===== src/rtl/prog_loader_pkg.sv =====
// Shared constants for the serial program loader: state codes and defaults.
// Optional trailing checksum byte is enabled with PROG_LOADER_CHECKSUM_EN.
package prog_loader_pkg;

    localparam int IMEM_ADDR_W = 14;
    localparam int DEF_ADDR_W  = IMEM_ADDR_W;
    localparam int DEF_TIMEOUT = 2_000_000;
    localparam int DEF_TO_W    = 21;

    localparam logic [2:0] S_IDLE   = 3'd0;
    localparam logic [2:0] S_LEN_LO = 3'd1;
    localparam logic [2:0] S_LEN_HI = 3'd2;
    localparam logic [2:0] S_DATA   = 3'd3;
    localparam logic [2:0] S_WRITE  = 3'd4;
    localparam logic [2:0] S_DONE   = 3'd5;
    localparam logic [2:0] S_ERR    = 3'd6;
    localparam logic [2:0] S_CSUM   = 3'd7;

    // A frame may fill the memory exactly but never exceed it.
    function automatic logic len_too_big(input logic [15:0] n,
                                         input int aw);
        return {16'd0, n} > (32'd1 << aw);
    endfunction

endpackage


===== src/rtl/prog_loader_if.sv =====
// Byte-stream input and instruction-memory write/status bundle of the loader.
// Build option PROG_LOADER_CHECKSUM_EN does not change this interface.
interface prog_loader_if
    import prog_loader_pkg::*;
#(
    parameter int ADDR_W = DEF_ADDR_W
);
    logic              start;
    logic              rx_valid;
    logic [7:0]        rx_data;
    logic              imem_we;
    logic [ADDR_W-1:0] imem_addr;
    logic [31:0]       imem_wdata;
    logic              cpu_hold;
    logic              busy;
    logic              done;
    logic              error;
    logic [ADDR_W:0]   words_loaded;

    modport master (
        output start, rx_valid, rx_data,
        input  imem_we, imem_addr, imem_wdata,
        input  cpu_hold, busy, done, error, words_loaded
    );

    modport slave (
        input  start, rx_valid, rx_data,
        output imem_we, imem_addr, imem_wdata,
        output cpu_hold, busy, done, error, words_loaded
    );
endinterface


===== src/rtl/prog_loader_timeout.sv =====
// Idle-gap counter: clears on demand, counts while run, saturates at limit.
// Used identically with or without PROG_LOADER_CHECKSUM_EN.
module prog_loader_timeout
    import prog_loader_pkg::*;
#(
    parameter int TIMEOUT_CYCLES = DEF_TIMEOUT,
    parameter int TO_W           = DEF_TO_W
) (
    input  logic clock,
    input  logic reset,
    input  logic clear,
    input  logic run,
    output logic expire
);
    localparam logic [TO_W-1:0] TOP = TO_W'(TIMEOUT_CYCLES);

    logic [TO_W-1:0] cnt;

    always_ff @(posedge clock) begin
        if (reset || clear)
            cnt <= '0;
        else if (run && cnt != TOP)
            cnt <= cnt + 1'b1;
    end

    assign expire = run && (cnt == TOP);

endmodule


===== src/rtl/prog_loader.sv =====
// Serial program loader: LEN_LO, LEN_HI, N little-endian words -> imem writes.
// Define PROG_LOADER_CHECKSUM_EN to require a trailing XOR checksum byte.
module prog_loader
    import prog_loader_pkg::*;
#(
    parameter int ADDR_W         = DEF_ADDR_W,
    parameter int TIMEOUT_CYCLES = DEF_TIMEOUT,
    parameter int TO_W           = DEF_TO_W
) (
    input  logic         clock,
    input  logic         reset,
    prog_loader_if.slave bus
);
    logic [2:0]        state, nxt;
    logic [15:0]       len;
    logic [15:0]       n_full;
    logic [1:0]        idx;
    logic [31:0]       wdata;
    logic [ADDR_W-1:0] addr;
    logic [ADDR_W:0]   words;
    logic              hold, busy_q, done_q, err_q;
    logic              timed, to_clr, to_exp, last_word;

`ifdef PROG_LOADER_CHECKSUM_EN
    localparam logic [2:0] S_FIN = S_CSUM;
    logic [7:0] csum;
`else
    localparam logic [2:0] S_FIN = S_DONE;
`endif

    assign n_full    = {bus.rx_data, len[7:0]};
    assign last_word = (32'(words) + 32'd1) == 32'(len);
    assign timed     = (state == S_LEN_LO) || (state == S_LEN_HI) ||
                       (state == S_DATA)   || (state == S_CSUM);
    assign to_clr    = bus.rx_valid || (state == S_IDLE && bus.start);

    prog_loader_timeout #(
        .TIMEOUT_CYCLES (TIMEOUT_CYCLES),
        .TO_W           (TO_W)
    ) u_timeout (
        .clock  (clock),
        .reset  (reset),
        .clear  (to_clr),
        .run    (timed),
        .expire (to_exp)
    );

    always_comb begin
        nxt = state;
        unique case (state)
            S_IDLE:   if (bus.start) nxt = S_LEN_LO;
            S_LEN_LO: begin
                if (bus.rx_valid)  nxt = S_LEN_HI;
                else if (to_exp)   nxt = S_ERR;
            end
            S_LEN_HI: begin
                if (bus.rx_valid) begin
                    if (n_full == 16'd0)                nxt = S_FIN;
                    else if (len_too_big(n_full, ADDR_W)) nxt = S_ERR;
                    else                                nxt = S_DATA;
                end else if (to_exp) begin
                    nxt = S_ERR;
                end
            end
            S_DATA: begin
                if (bus.rx_valid) begin
                    if (idx == 2'd3) nxt = S_WRITE;
                end else if (to_exp) begin
                    nxt = S_ERR;
                end
            end
            S_WRITE: begin
                if (bus.rx_valid)   nxt = S_ERR;
                else if (last_word) nxt = S_FIN;
                else                nxt = S_DATA;
            end
`ifdef PROG_LOADER_CHECKSUM_EN
            S_CSUM: begin
                if (bus.rx_valid)
                    nxt = (bus.rx_data == csum) ? S_DONE : S_ERR;
                else if (to_exp)
                    nxt = S_ERR;
            end
`endif
            default:  nxt = S_IDLE;
        endcase
    end

    always_ff @(posedge clock) begin
        if (reset) begin
            state  <= S_IDLE;
            len    <= '0;
            idx    <= '0;
            wdata  <= '0;
            addr   <= '0;
            words  <= '0;
            hold   <= 1'b0;
            busy_q <= 1'b0;
            done_q <= 1'b0;
            err_q  <= 1'b0;
        end else begin
            state <= nxt;
            unique case (state)
                S_IDLE: if (bus.start) begin
                    done_q <= 1'b0;
                    err_q  <= 1'b0;
                    words  <= '0;
                    busy_q <= 1'b1;
                    hold   <= 1'b1;
                end
                S_LEN_LO: if (bus.rx_valid) len[7:0] <= bus.rx_data;
                S_LEN_HI: if (bus.rx_valid) begin
                    len[15:8] <= bus.rx_data;
                    idx       <= '0;
                    addr      <= '0;
                end
                S_DATA: if (bus.rx_valid) begin
                    wdata[8*idx +: 8] <= bus.rx_data;
                    idx               <= idx + 2'd1;
                end
                S_WRITE: begin
                    words <= words + 1'b1;
                    if (nxt == S_DATA) addr <= addr + 1'b1;
                end
                default: ;
            endcase
            // Status flips on entry so cpu_hold drops the cycle after the last write.
            if (nxt == S_DONE) begin
                done_q <= 1'b1;
                busy_q <= 1'b0;
                hold   <= 1'b0;
            end
            if (nxt == S_ERR) begin
                err_q  <= 1'b1;
                busy_q <= 1'b0;
                hold   <= 1'b0;
            end
        end
    end

`ifdef PROG_LOADER_CHECKSUM_EN
    always_ff @(posedge clock) begin
        if (reset)
            csum <= '0;
        else if (state == S_IDLE && bus.start)
            csum <= '0;
        else if (bus.rx_valid && (state == S_LEN_LO ||
                 state == S_LEN_HI || state == S_DATA))
            csum <= csum ^ bus.rx_data;
    end
`endif

    assign bus.imem_we      = (state == S_WRITE) && !reset;
    assign bus.imem_addr    = addr;
    assign bus.imem_wdata   = wdata;
    assign bus.cpu_hold     = hold;
    assign bus.busy         = busy_q;
    assign bus.done         = done_q;
    assign bus.error        = err_q;
    assign bus.words_loaded = words;

endmodule


===== src/flat_wrapper.sv =====
// flat-port wrapper written by rule: the top's interface ports become plain ports
module prog_loader_flat import prog_loader_pkg::*;
#(
    parameter int ADDR_W         = DEF_ADDR_W,
    parameter int TIMEOUT_CYCLES = DEF_TIMEOUT,
    parameter int TO_W           = DEF_TO_W
)
  (clock, reset, bus_start, bus_rx_valid, bus_rx_data, bus_imem_we, bus_imem_addr, bus_imem_wdata, bus_cpu_hold, bus_busy, bus_done, bus_error, bus_words_loaded);
  prog_loader_if #(.ADDR_W(ADDR_W)) bus_i ();
  input  logic clock;
  input  logic reset;
  input wire logic [$bits(bus_i.start)-1:0] bus_start;
  input wire logic [$bits(bus_i.rx_valid)-1:0] bus_rx_valid;
  input wire logic [$bits(bus_i.rx_data)-1:0] bus_rx_data;
  output wire logic [$bits(bus_i.imem_we)-1:0] bus_imem_we;
  output wire logic [$bits(bus_i.imem_addr)-1:0] bus_imem_addr;
  output wire logic [$bits(bus_i.imem_wdata)-1:0] bus_imem_wdata;
  output wire logic [$bits(bus_i.cpu_hold)-1:0] bus_cpu_hold;
  output wire logic [$bits(bus_i.busy)-1:0] bus_busy;
  output wire logic [$bits(bus_i.done)-1:0] bus_done;
  output wire logic [$bits(bus_i.error)-1:0] bus_error;
  output wire logic [$bits(bus_i.words_loaded)-1:0] bus_words_loaded;
  assign bus_i.start = bus_start;
  assign bus_i.rx_valid = bus_rx_valid;
  assign bus_i.rx_data = bus_rx_data;
  assign bus_imem_we = bus_i.imem_we;
  assign bus_imem_addr = bus_i.imem_addr;
  assign bus_imem_wdata = bus_i.imem_wdata;
  assign bus_cpu_hold = bus_i.cpu_hold;
  assign bus_busy = bus_i.busy;
  assign bus_done = bus_i.done;
  assign bus_error = bus_i.error;
  assign bus_words_loaded = bus_i.words_loaded;
  prog_loader #(.ADDR_W(ADDR_W), .TIMEOUT_CYCLES(TIMEOUT_CYCLES), .TO_W(TO_W)) u_core (.clock(clock), .reset(reset), .bus(bus_i));
endmodule

===== config.mk =====
export PLATFORM = sky130hd
export DESIGN_NAME = prog_loader_flat
export DESIGN_NICKNAME = d
export VERILOG_FILES = /design/src/rtl/prog_loader_pkg.sv /design/src/rtl/prog_loader_if.sv /design/src/rtl/prog_loader_timeout.sv /design/src/rtl/prog_loader.sv /design/src/flat_wrapper.sv
export SDC_FILE = /design/constraint.sdc
export NUM_CORES = 1
export LEC_CHECK = 0
export ABC_CLOCK_PERIOD_IN_PS = 8600
export BUFFER_PORTS_ARGS = -buffer_cell sky130_fd_sc_hd__buf_4
export CAP_MARGIN = 20
export CELL_PAD_IN_SITES_DETAIL_PLACEMENT = 0
export CELL_PAD_IN_SITES_GLOBAL_PLACEMENT = 2
export CORE_ASPECT_RATIO = 0.8
export CORE_MARGIN = 2
export CORE_UTILIZATION = 37
export DETAILED_ROUTE_END_ITERATION = 10
export GPL_TIMING_DRIVEN = 0
export PLACE_DENSITY = 0.95
export SLEW_MARGIN = 20
export SYNTH_ARGS = -nofsm -noshare
export SYNTH_HDL_FRONTEND = slang
export SYNTH_HIERARCHICAL = 1
export SYNTH_SLANG_ARGS = --single-unit

===== constraint.sdc =====
create_clock -name clock -period 8.6 [get_ports clock]
set_clock_uncertainty 0.1 [all_clocks]
set_input_delay 0 -clock clock [delete_from_list [all_inputs] [get_ports clock]]
set_output_delay 0 -clock clock [all_outputs]
set_load 0.03 [all_outputs]

# After elaboration in Yosys (flattened, before gate mapping)
# Cells that the tools add are included.
[word_totals] reg_bits=106 inputBits=12 out_inout_bits=66 word_cells=89
[op_classes] add_sub_neg=6 order_cmp=1 eq_ne=16 shifts=2 mux=24 reduce_logical=29
[ops] op="$neg A5 Y34" n=1
[ops] op="$shift A8 B34 Y32 const A" n=1
[ops] op="$shiftx A8 B34 Y32" n=1
[ops] op="$bwmux W32" n=1
[ops] op="$eq A32 B16 Y1" n=1
[ops] op="$mux W3" n=10
[ops] op="$pmux W15 S2" n=1
[ops] op="$mux W14" n=2
[ops] op="$pmux W14 S2" n=1
[ops] op="$add A21 B1 Y21 const B" n=1
[ops] op="$eq A21 B21 Y1 const B" n=1
[ops] op="$ne A21 B21 Y1 const B" n=1
[ops] op="$add A15 B1 Y16 const B" n=1
[ops] op="$gt A16 B15 Y1 const B" n=1
[ops] op="$logic_not A16 Y1" n=1
[ops] op="$add A15 B1 Y15 const B" n=1
[ops] op="$mux W15" n=1
[ops] op="$pmux W3 S5" n=1
[ops] op="$add A14 B1 Y14 const B" n=1
[ops] op="$reduce_and A2 Y1" n=7
[ops] op="$reduce_bool A2 Y1" n=7
[ops] op="$eq A3 B3 Y1 const B" n=4
[ops] op="$eq A3 B2 Y1 const B" n=3
[ops] op="$ne A2 B2 Y1 const B" n=3
[ops] op="other kinds (13)" n=25

# Logic depth before layout (Yosys ltp)
# Gate-level depths: netlist of the first run.
[depth] ltp_word=11 depth_mapped=13 depth_no_buf=12

# By module
# Netlist of the first run, hierarchy kept.
[modules_own_cells] mod="prog_loader" instances=1 cells_per_inst=562 area_per_inst_um2=4451.8 seq_area_each_um2=1701.6
[modules_own_cells] mod="prog_loader_timeout" instances=1 cells_per_inst=129 area_per_inst_um2=1124.8 seq_area_each_um2=420.4

# Worst setup path after synthesis of the first run
# Ideal clock, no wire load.
[synth_path] path_type="register to register" start="register u_core.words[0] (netlist: u_core/bus.words_loaded[0])" end="register u_core.addr[11] (netlist: u_core/bus.imem_addr[11])" setup_ns=0.070 arrival_ns=2.877 t_required_ns=8.430 path_slack_ns=5.553 stages_incl_launch_ff=12 path_buffers=2 period_less_slack_ns=3.047 path_cell_list="dfxtp_1 -> ha_1 -> clkbuf_4 -> nand4_4 -> or3_4 -> nor3_2 -> a2111oi_1 -> a41oi_2 -> a21oi_2 -> buf_6 -> or4_1 -> a21oi_1"
[synth_between] elab_chain_cells=8
[synth_lines] item="from (decl)" line_no="prog_loader.sv:20" rtl="logic [ADDR_W:0] words;"
[synth_lines] item="from (signal assigned)" line_no="prog_loader.sv:122" rtl="words <= words + 1'b1;"
[synth_lines] item="$add A15 B1 Y16" line_no="prog_loader.sv:32" rtl="assign last_word = (32'(words) + 32'd1) == 32'(len);"
[synth_lines] item="$eq A32 B16 Y1" line_no="prog_loader.sv:32"
[synth_lines] item="$mux W3" line_no="prog_loader.sv:74" rtl="else if (last_word) nxt = S_FIN;"
[synth_lines] item="$mux W3" line_no="prog_loader.sv:73" rtl="if (bus.rx_valid) nxt = S_ERR;"
[synth_lines] item="$pmux W3 S5" line_no="prog_loader.sv:50" rtl="unique case (state)"
[synth_lines] item="$eq A3 B2 Y1" line_no="prog_loader.sv:123" rtl="if (nxt == S_DATA) addr <= addr + 1'b1;"
[synth_lines] item="$ne A2 B1 Y1 (no line)"
[synth_lines] item="$reduce_and A3 Y1 (no line)"
[synth_lines] item="to (signal assigned)" line_no="prog_loader.sv:123"
[synth_lines] item="to (decl)" line_no="prog_loader.sv:19" rtl="logic [ADDR_W-1:0] addr;"
# Every way passes these cells.
# A chain may end at the register's enable or synchronous reset.

# Final worst setup path of the first run
# Ends and elaborated chain as after synthesis.

==> impl_metrics.json, run 1 <==
{
  "final_hold_viol_count": 0,
  "whs_ns": 0.0150,
  "seq_area_frac_synth_pct": 38.1,
  "synth-edff-count": 0,
  "wl_um": 15800,
  "cp.arrival_ns": 3.45,
  "finalSetupViolations": 0,
  "nets": 806,
  "grt_first_pass_wirelength_um": 24900,
  "power.sequential.fraction_pct": 47.1,
  "critPathRequiredTime_ns": 8.79,
  "internal_power_uw": 777,
  "place_congestion": 0.822,
  "critPathBufInv": 2,
  "crit_chain": "ha_1, clkbuf_4, nand4_4, or3_4, nor3_2, a2111oi_1, a41oi_2, a21oi_2, buf_6, or4_1, a21oi_1",
  "h-tree-depth": 3,
  "crit_slowest_cell": "dfxtp_1",
  "critPathTopFamily": "simple AND/OR/NAND/NOR gates",
  "viasPerCell": 5.50,
  "fillCellCount": 1490,
  "ys_ff_latch": 106,
  "period_needed_ns": 3.26,
  "rsz0062_at_grt": "false",
  "grt_max_degree": 20,
  "dr.pass1.iters": 5,
  "finalPower_uw": 1070,
  "clkLatencyLatePin_ns": 0.36,
  "leakage_uw": 0.00245,
  "r2r_cells": 11,
  "syn_area_um2": 5580,
  "clock_path_buffers": 2,
  "syn_area_per_cell_um2": 8.07,
  "grt_antenna_before_repair": 0,
  "die_area_um2": 16100,
  "synth_cell_types": 70,
  "root_buffer": "clkbuf_16",
  "core_um2": 14900,
  "tightest_slew_ns": 0.941,
  "slew_viol_final": 0,
  "ys.flop_type": "dfxtp_1",
  "antenna_cells": 0,
  "drive_above_1_share_pct": 16.9,
  "critPathLaunchType": "flip-flop",
  "die_h_um": 114,
  "wire_per_inst_um": 16.2,
  "clkPwrFrac_pct": 40.5,
  "p_per_area_nw_per_um2": 159,
  "fp-row-count": 40,
  "max_freq_mhz": 307,
  "ios": 78,
  "layout_common_cells": "nand2_1 (110), dfxtp_1 (106), buf_4 (81), a21oi_1 (79), nor2_1 (51)",
  "num_vias": 5377,
  "syn_to_final_growth_pct": 21.1,
  "irDropWorstVdd_v": 0.0000923,
  "grt_usage_pct": 19.5,
  "finalCritPeriodShare_pct": 37.9,
  "ys.warnings.count": 6,
  "hold_depth": 3,
  "final_common_cell": "nand2_1",
  "outcome": "finished, final reports clean",
  "hpwl_um": 11500,
  "synth_nets": 713,
  "endpoint_kind": "flip-flop",
  "drtIter0Drc": 416,
  "syn-instance-count": 691,
  "cts_buffers": 9,
  "numPortBuffers": 75,
  "cts_tree": "built",
  "clk_pin_slew_ns": 0.08,
  "postCtsSetupRepairBufs": 0,
  "power_switching_share_pct": 27.6,
  "cts_sinks": 106,
  "route.detailed.drc": 0,
  "die_w_um": 141,
  "initial_utilization_pct": 37.5,
  "path_max_fanout": 10,
  "worst_path_largest_cell_delay_ns": 0.49,
  "drtAntennaViolNets": 0,
  "grt_pass1_vias": 4785,
  "p_sw_uw": 296,
  "max-slew-margin-rel_pct": 37.1,
  "cp.depth": 11,
  "hp-class": "input pin to flip-flop",
  "pwr-share-comb_pct": 12.5,
  "async_flop_share_pct": 0,
  "tns_ns": 0,
  "overflow": 0,
  "maxCapViolCount": 0,
  "path_class": "flip-flop to flip-flop"
}
## through the flow
step	cells	instance area, um^2	worst slack, ns	utilization (%)
6_report	978	6760	5.34	45.4
5_1_grt	978	6760	5.14	45.4
4_1_cts	978	6760	5.36	45.4
3_5_place_dp	955	6380	5.39	42.9
3_3_place_gp	955	6380	5.41	42.9
2_1_floorplan	691	5580	5.55	-
## power by group through the flow
stage	logic, uW	clock network (uW)	registers, uW
final	134	434	505
after global routing	147	468	506
after CTS	133	448	505
after detailed placement	130	0	516
after global placement	128	0	516
after floorplan	86.0	0	518
## area by class of cell
type                    instances  area (um^2)  share of cell area, %
inverters                      10         37.5                  0.556
repair buffers                 82          633                   9.37
well taps                     189          236                   3.50
flip-flops and latches        106         2120                   31.4
plain buffers                  44          253                   3.74
clock buffers                   9          225                   3.33
clock inverters                 7         83.8                   1.24
multi-input cells             531         3160                   46.8
## tightest hold or removal path, delay by kind of cell
| family | cells | cell delay, ns |
|---|---|---|
| and+or+nand+nor | 1 | 0.12 |
| AOI/OAI and AO/OA | 1 | 0.06 |
| buffers and inverters | 1 | 0.24 |
## flip-flops by register name, indices dropped and copies added (netlist names)
name and count:
u_core/bus.busy 1, u_core/bus.done 1, u_core/bus.error 1, u_core/bus.imem_addr 14
u_core/bus.imem_wdata 32, u_core/bus.words_loaded 15, u_core/idx 2, u_core/len 16
u_core/state 3, u_core/u_timeout/cnt 21
## timing repair
item | CTS | global route
hold buffers | 7 | 0
resized for setup | 0 | 0
endpoints found under the hold margin | 41 | 0
## cells in the mapped netlist (all sizes together), types with 2 or more instances
cell	number	area share (%)
and2	11	1.3
or2	3	0.34
nor2	51	3.4
buf	15	2.5
a31oi	2	0.22
nand3	51	4.7
o21ai	23	2.1
a41oi	2	0.45
inv	10	0.67
nor4b	3	0.47
mux2i	16	2.9
nor2b	4	0.45
nand4b	3	0.47
clkbuf	29	2.0
o31ai	8	1.1
nand2b	4	0.45
nand4	14	2.2
nor4	16	2.3
o41ai	2	0.31
nor3	12	1.3
and4	7	1.1
xnor2	15	2.4
xor2	16	2.5
a2bb2oi	2	0.31
a211oi	6	0.81
and2b	2	0.31
o21a	4	0.54
and3	7	0.83
a311oi	2	0.31
nor3b	3	0.40
or4	9	1.2
dfxtp	106	38
or3	15	1.8
a21oi	80	7.2
nand2	110	7.4
ha	10	2.2
## per-layer routing
layer | part of all wire, % | GRT usage (%)
met5 | 0 | 0
met4 | 1.5 | 5.67
met3 | 6.3 | 4.91
met2 | 44 | 29.7
met1 | 48 | 27.5
## kinds of logic (layout without fill, tap and decap cells)
kind of cell	Yosys count	in the layout	share of synthesized area, %
xor gates and xnor gates	31	31	4.87
buffers and inverters	54	152	5.21
muxes	17	17	3.07
and+or+nand+nor	331	331	31.4
adders and majority gates	10	10	2.24
AOI/OAI and AO/OA	142	142	15.1
DFF	106	106	38.1
## final timing paths
kind	start	end	slack (ns)
max	u_core/bus.words_loaded[0]	u_core/bus.imem_addr[11]	5.34
min	bus_rx_data[7]	u_core/len[15]	0.02
max reg2reg	u_core/bus.words_loaded[0]	u_core/bus.imem_addr[11]	5.34
min reg2reg	u_core/bus.imem_wdata[2]	u_core/bus.imem_wdata[2]	0.36
No activity file was read; power rests on OpenSTA's default activity.
==> inputs of run 2 (changes only) <==
--- a/config.mk
+++ b/config.mk
@@ -5,17 +5,18 @@
 export SDC_FILE = /design/constraint.sdc
 export NUM_CORES = 1
 export LEC_CHECK = 0
-export ABC_CLOCK_PERIOD_IN_PS = 8600
+export ABC_AREA = 1
+export ABC_CLOCK_PERIOD_IN_PS = 3100
 export BUFFER_PORTS_ARGS = -buffer_cell sky130_fd_sc_hd__buf_4
 export CAP_MARGIN = 20
 export CELL_PAD_IN_SITES_DETAIL_PLACEMENT = 0
 export CELL_PAD_IN_SITES_GLOBAL_PLACEMENT = 2
 export CORE_ASPECT_RATIO = 0.8
 export CORE_MARGIN = 2
-export CORE_UTILIZATION = 37
+export CORE_UTILIZATION = 32
 export DETAILED_ROUTE_END_ITERATION = 10
 export GPL_TIMING_DRIVEN = 0
-export PLACE_DENSITY = 0.95
+export PLACE_DENSITY = 0.89
 export SLEW_MARGIN = 20
 export SYNTH_ARGS = -nofsm -noshare
 export SYNTH_HDL_FRONTEND = slang
==> constraint.sdc (replaced) <==
create_clock -name clock -period 3.1 [get_ports clock]
set_clock_uncertainty 0.1 [all_clocks]
set_input_delay 0 -clock clock [delete_from_list [all_inputs] [get_ports clock]]
set_output_delay 0 -clock clock [all_outputs]
set_load 0.03 [all_outputs]
==> run 2 against run 1 <==
Against the previous run:
- sequential power increased to 2.8 times the previous value
- hold slack improved by 0.35 ns
- die area increased by 22%
- wire length increased by 14%
- clock power increased to 2.6 times the previous value
- first-iteration DRC count decreased by 12%
- critical endpoint is now u_core/bus.imem_wdata[20]
- largest cell class unchanged
==> impl_metrics.json, run 2 <==
{
  "outcome": "finished, final reports clean",
  "seq_area_frac_synth_pct": 35.7,
  "r2r_cells": 8,
  "drtAntennaViolNets": 0,
  "die_h_um": 126,
  "r2r_slack_ns": 0.30,
  "endpoint_kind": "flip-flop",
  "path_class": "flip-flop to flip-flop",
  "core_um2": 18200,
  "postCtsSetupRepairBufs": 0,
  "period_needed_ns": 2.80,
  "gr-usage-met2_pct": 26.1,
  "ys_top_cells_by_area": "dfxtp_1 (36%), nand2_1 (15%), nand3_1 (7.5%)",
  "drive_above_1_share_pct": 13.6,
  "fp-row-count": 44,
  "antenna_cells": 0,
  "finalPower_uw": 2920,
  "final_hold_viol_count": 0,
  "yosysTopAreaCell": "dfxtp_1",
  "syn_area_um2": 5940,
  "final_common_cell": "nand2_1",
  "initial_utilization_pct": 32.7,
  "met1_usage_pct": 28.9,
  "ys.warnings.count": 6,
  "layout_common_cells": "nand2_1 (242), dfxtp_1 (106), nor2_1 (93), nand3_1 (89), inv_1 (87)",
  "top_usage_layer": "met1",
  "finalCritPeriodShare_pct": 90.4,
  "grt_pass1_vias": 5431,
  "clock_path_buffers": 2,
  "ys_top_cells_by_count": "nand2_1 (242), dfxtp_1 (106), nor2_1 (93)",
  "wl_um": 18000,
  "critPathBufInv": 4,
  "yosysMostFrequentCell": "nand2_1",
  "slew_viol_final": 0,
  "grt_antenna_before_repair": 0,
  "max_freq_mhz": 357,
  "ys.flop_type": "dfxtp_1",
  "cp.arrival_ns": 3.00,
  "path_max_fanout": 12,
  "syn-instance-count": 897,
  "die_w_um": 156,
  "h-tree-depth": 3,
  "clkLatencyLatePin_ns": 0.36,
  "numPortBuffers": 76,
  "cts_buffers": 9,
  "nets": 1017,
  "irDropWorstVdd_v": 0.000271,
  "grt_max_degree": 20,
  "p_per_area_nw_per_um2": 406,
  "synth_cell_types": 39,
  "tightest_slew_ns": 0.797,
  "ios": 78,
  "viasPerCell": 4.89,
  "root_buffer": "clkbuf_16",
  "largest_reg_flops": 32,
  "rsz0062_at_grt": "false",
  "num_vias": 6017,
  "hpwl_um": 13600,
  "max-slew-margin-rel_pct": 46.6,
  "hp-class": "flip-flop to flip-flop",
  "crit_slowest_cell": "dfxtp_1",
  "synth-edff-count": 0,
  "synth_nets": 919,
  "place_congestion": 0.841,
  "finalSetupViolations": 0,
  "critPathLaunchType": "flip-flop",
  "min_to": "u_core/bus.imem_wdata[0]",
  "leakage_uw": 0.00270,
  "whs_ns": 0.366,
  "holdCritStartpoint": "u_core/bus.imem_wdata[0]",
  "syn_to_final_growth_pct": 21.2,
  "ys_ff_latch": 106,
  "grt_usage_pct": 18.5,
  "die_area_um2": 19700,
  "rr_startpoint": "u_core/idx[0]",
  "tns_ns": 0,
  "drtIter0Drc": 367,
  "route.detailed.drc": 0,
  "crit_chain": "inv_1, clkbuf_1, ha_1, clkbuf_1, inv_1, nor2_1, nand4_1, a21oi_1",
  "clk_pin_slew_ns": 0.08,
  "syn_area_per_cell_um2": 6.62,
  "synth_top_area_share_pct": 35.7,
  "grt_first_pass_wirelength_um": 29100,
  "r2r-end": "u_core/bus.imem_wdata[20]",
  "worst_path_largest_cell_delay_ns": 0.53,
  "critPathRequiredTime_ns": 3.29,
  "critPathTopFamily": "buffers and inverters",
  "wire_per_inst_um": 14.6,
  "use_met3_pct": 4.23,
  "maxCapViolCount": 0,
  "cts_tree": "built",
  "cts_sinks": 106,
  "hold_depth": 2,
  "async_flop_share_pct": 0,
  "dr.pass1.iters": 5,
  "overflow": 0
}
==> run 2: cell count changes in the layout (fill, tap and decap cells not counted), sizes merged, moves of 15 or more <==
cell | previous run | this run
inv | 13 | 92
mux2i | 16 | 0
nand2 | 110 | 250
nand3 | 51 | 95
nand4 | 14 | 29
nor2 | 51 | 106
==> run 2: worst register-to-register path, cell delays in order (launching register included) <==
cell,delay [ns]
dfxtp_1,0.53
inv_1,0.17
clkbuf_1,0.29
ha_1,0.36
clkbuf_1,0.35
inv_1,0.22
nor2_1,0.38
nand4_1,0.18
a21oi_1,0.16
==> run 2: where the power goes <==
part           total, uW  switching, uW  internal (uW)
sequential          1410           21.4           1380
clock               1150            589            562
combinational        366            250            117
==> run 2: through the flow <==
| stage | std cells | area, um^2 | setup slack, ns | util (%) |
|---|---|---|---|---|
| finish | 1230 | 7190 | 0.297 | 39.6 |
| global route | 1230 | 7190 | 0.116 | 39.6 |
| CTS | 1230 | 7190 | 0.341 | 39.6 |
| detailed placement | 1203 | 6800 | 0.354 | 37.4 |
| global placement | 1203 | 6800 | 0.368 | 37.4 |
| floorplan | 897 | 5940 | 0.651 | - |
==> run 2: area by class of cell <==
class / count / area (um^2)
Sequential cell: 106 / 2120
Buffer: 29 / 165
Multi-Input combinational cell: 669 / 3300
Fill cell: 1999 / 11000
Timing Repair Buffer: 87 / 681
Inverter: 93 / 349
Tap cell: 230 / 288
Clock inverter: 7 / 63.8
Clock buffer: 9 / 225
==> run 2: routing by layer <==
| layer | part of all wire [%] | vias up |
|---|---|---|
| li1 | - | 3135 |
| met1 | 54 | 2741 |
| met2 | 41 | 134 |
| met3 | 4.9 | 7 |
| met4 | 0.33 | 0 |
| met5 | 0 | - |
==> run 2: logic make-up (layout without fill, tap and decap cells) <==
family | Yosys count | in the layout | share of synthesized area (%)
compound gates | 137 | 137 | 12.6
xor+xnor | 22 | 22 | 3.25
fa+ha+maj | 10 | 10 | 2.11
buf+inv | 122 | 225 | 8.66
flops | 106 | 106 | 35.7
simple gates | 500 | 500 | 37.7
==> run 2: timing repair <==
action | in CTS | in global routing
endpoints found under the hold margin | 41 | 0
endpoints found under the setup margin | 0 | 0
hold buffers | 11 | 0
gates resized for setup | 0 | 0
==> run 2: worst max-delay path by stage <==
stage | start | to | slack (ns) | depth (start not counted)
after floorplan | u_core/bus.words_loaded[0] | u_core/bus.imem_addr[4] | 0.65 | 17
after global placement | u_core/bus.words_loaded[0] | u_core/bus.imem_addr[13] | 0.37 | 19
after detailed placement | u_core/bus.words_loaded[0] | u_core/bus.imem_addr[13] | 0.35 | 19
after CTS | u_core/bus.words_loaded[0] | u_core/bus.imem_addr[13] | 0.34 | 19
after global routing | u_core/bus.words_loaded[0] | u_core/bus.imem_addr[13] | 0.12 | 19
final | u_core/idx[0] | u_core/bus.imem_wdata[20] | 0.30 | 8
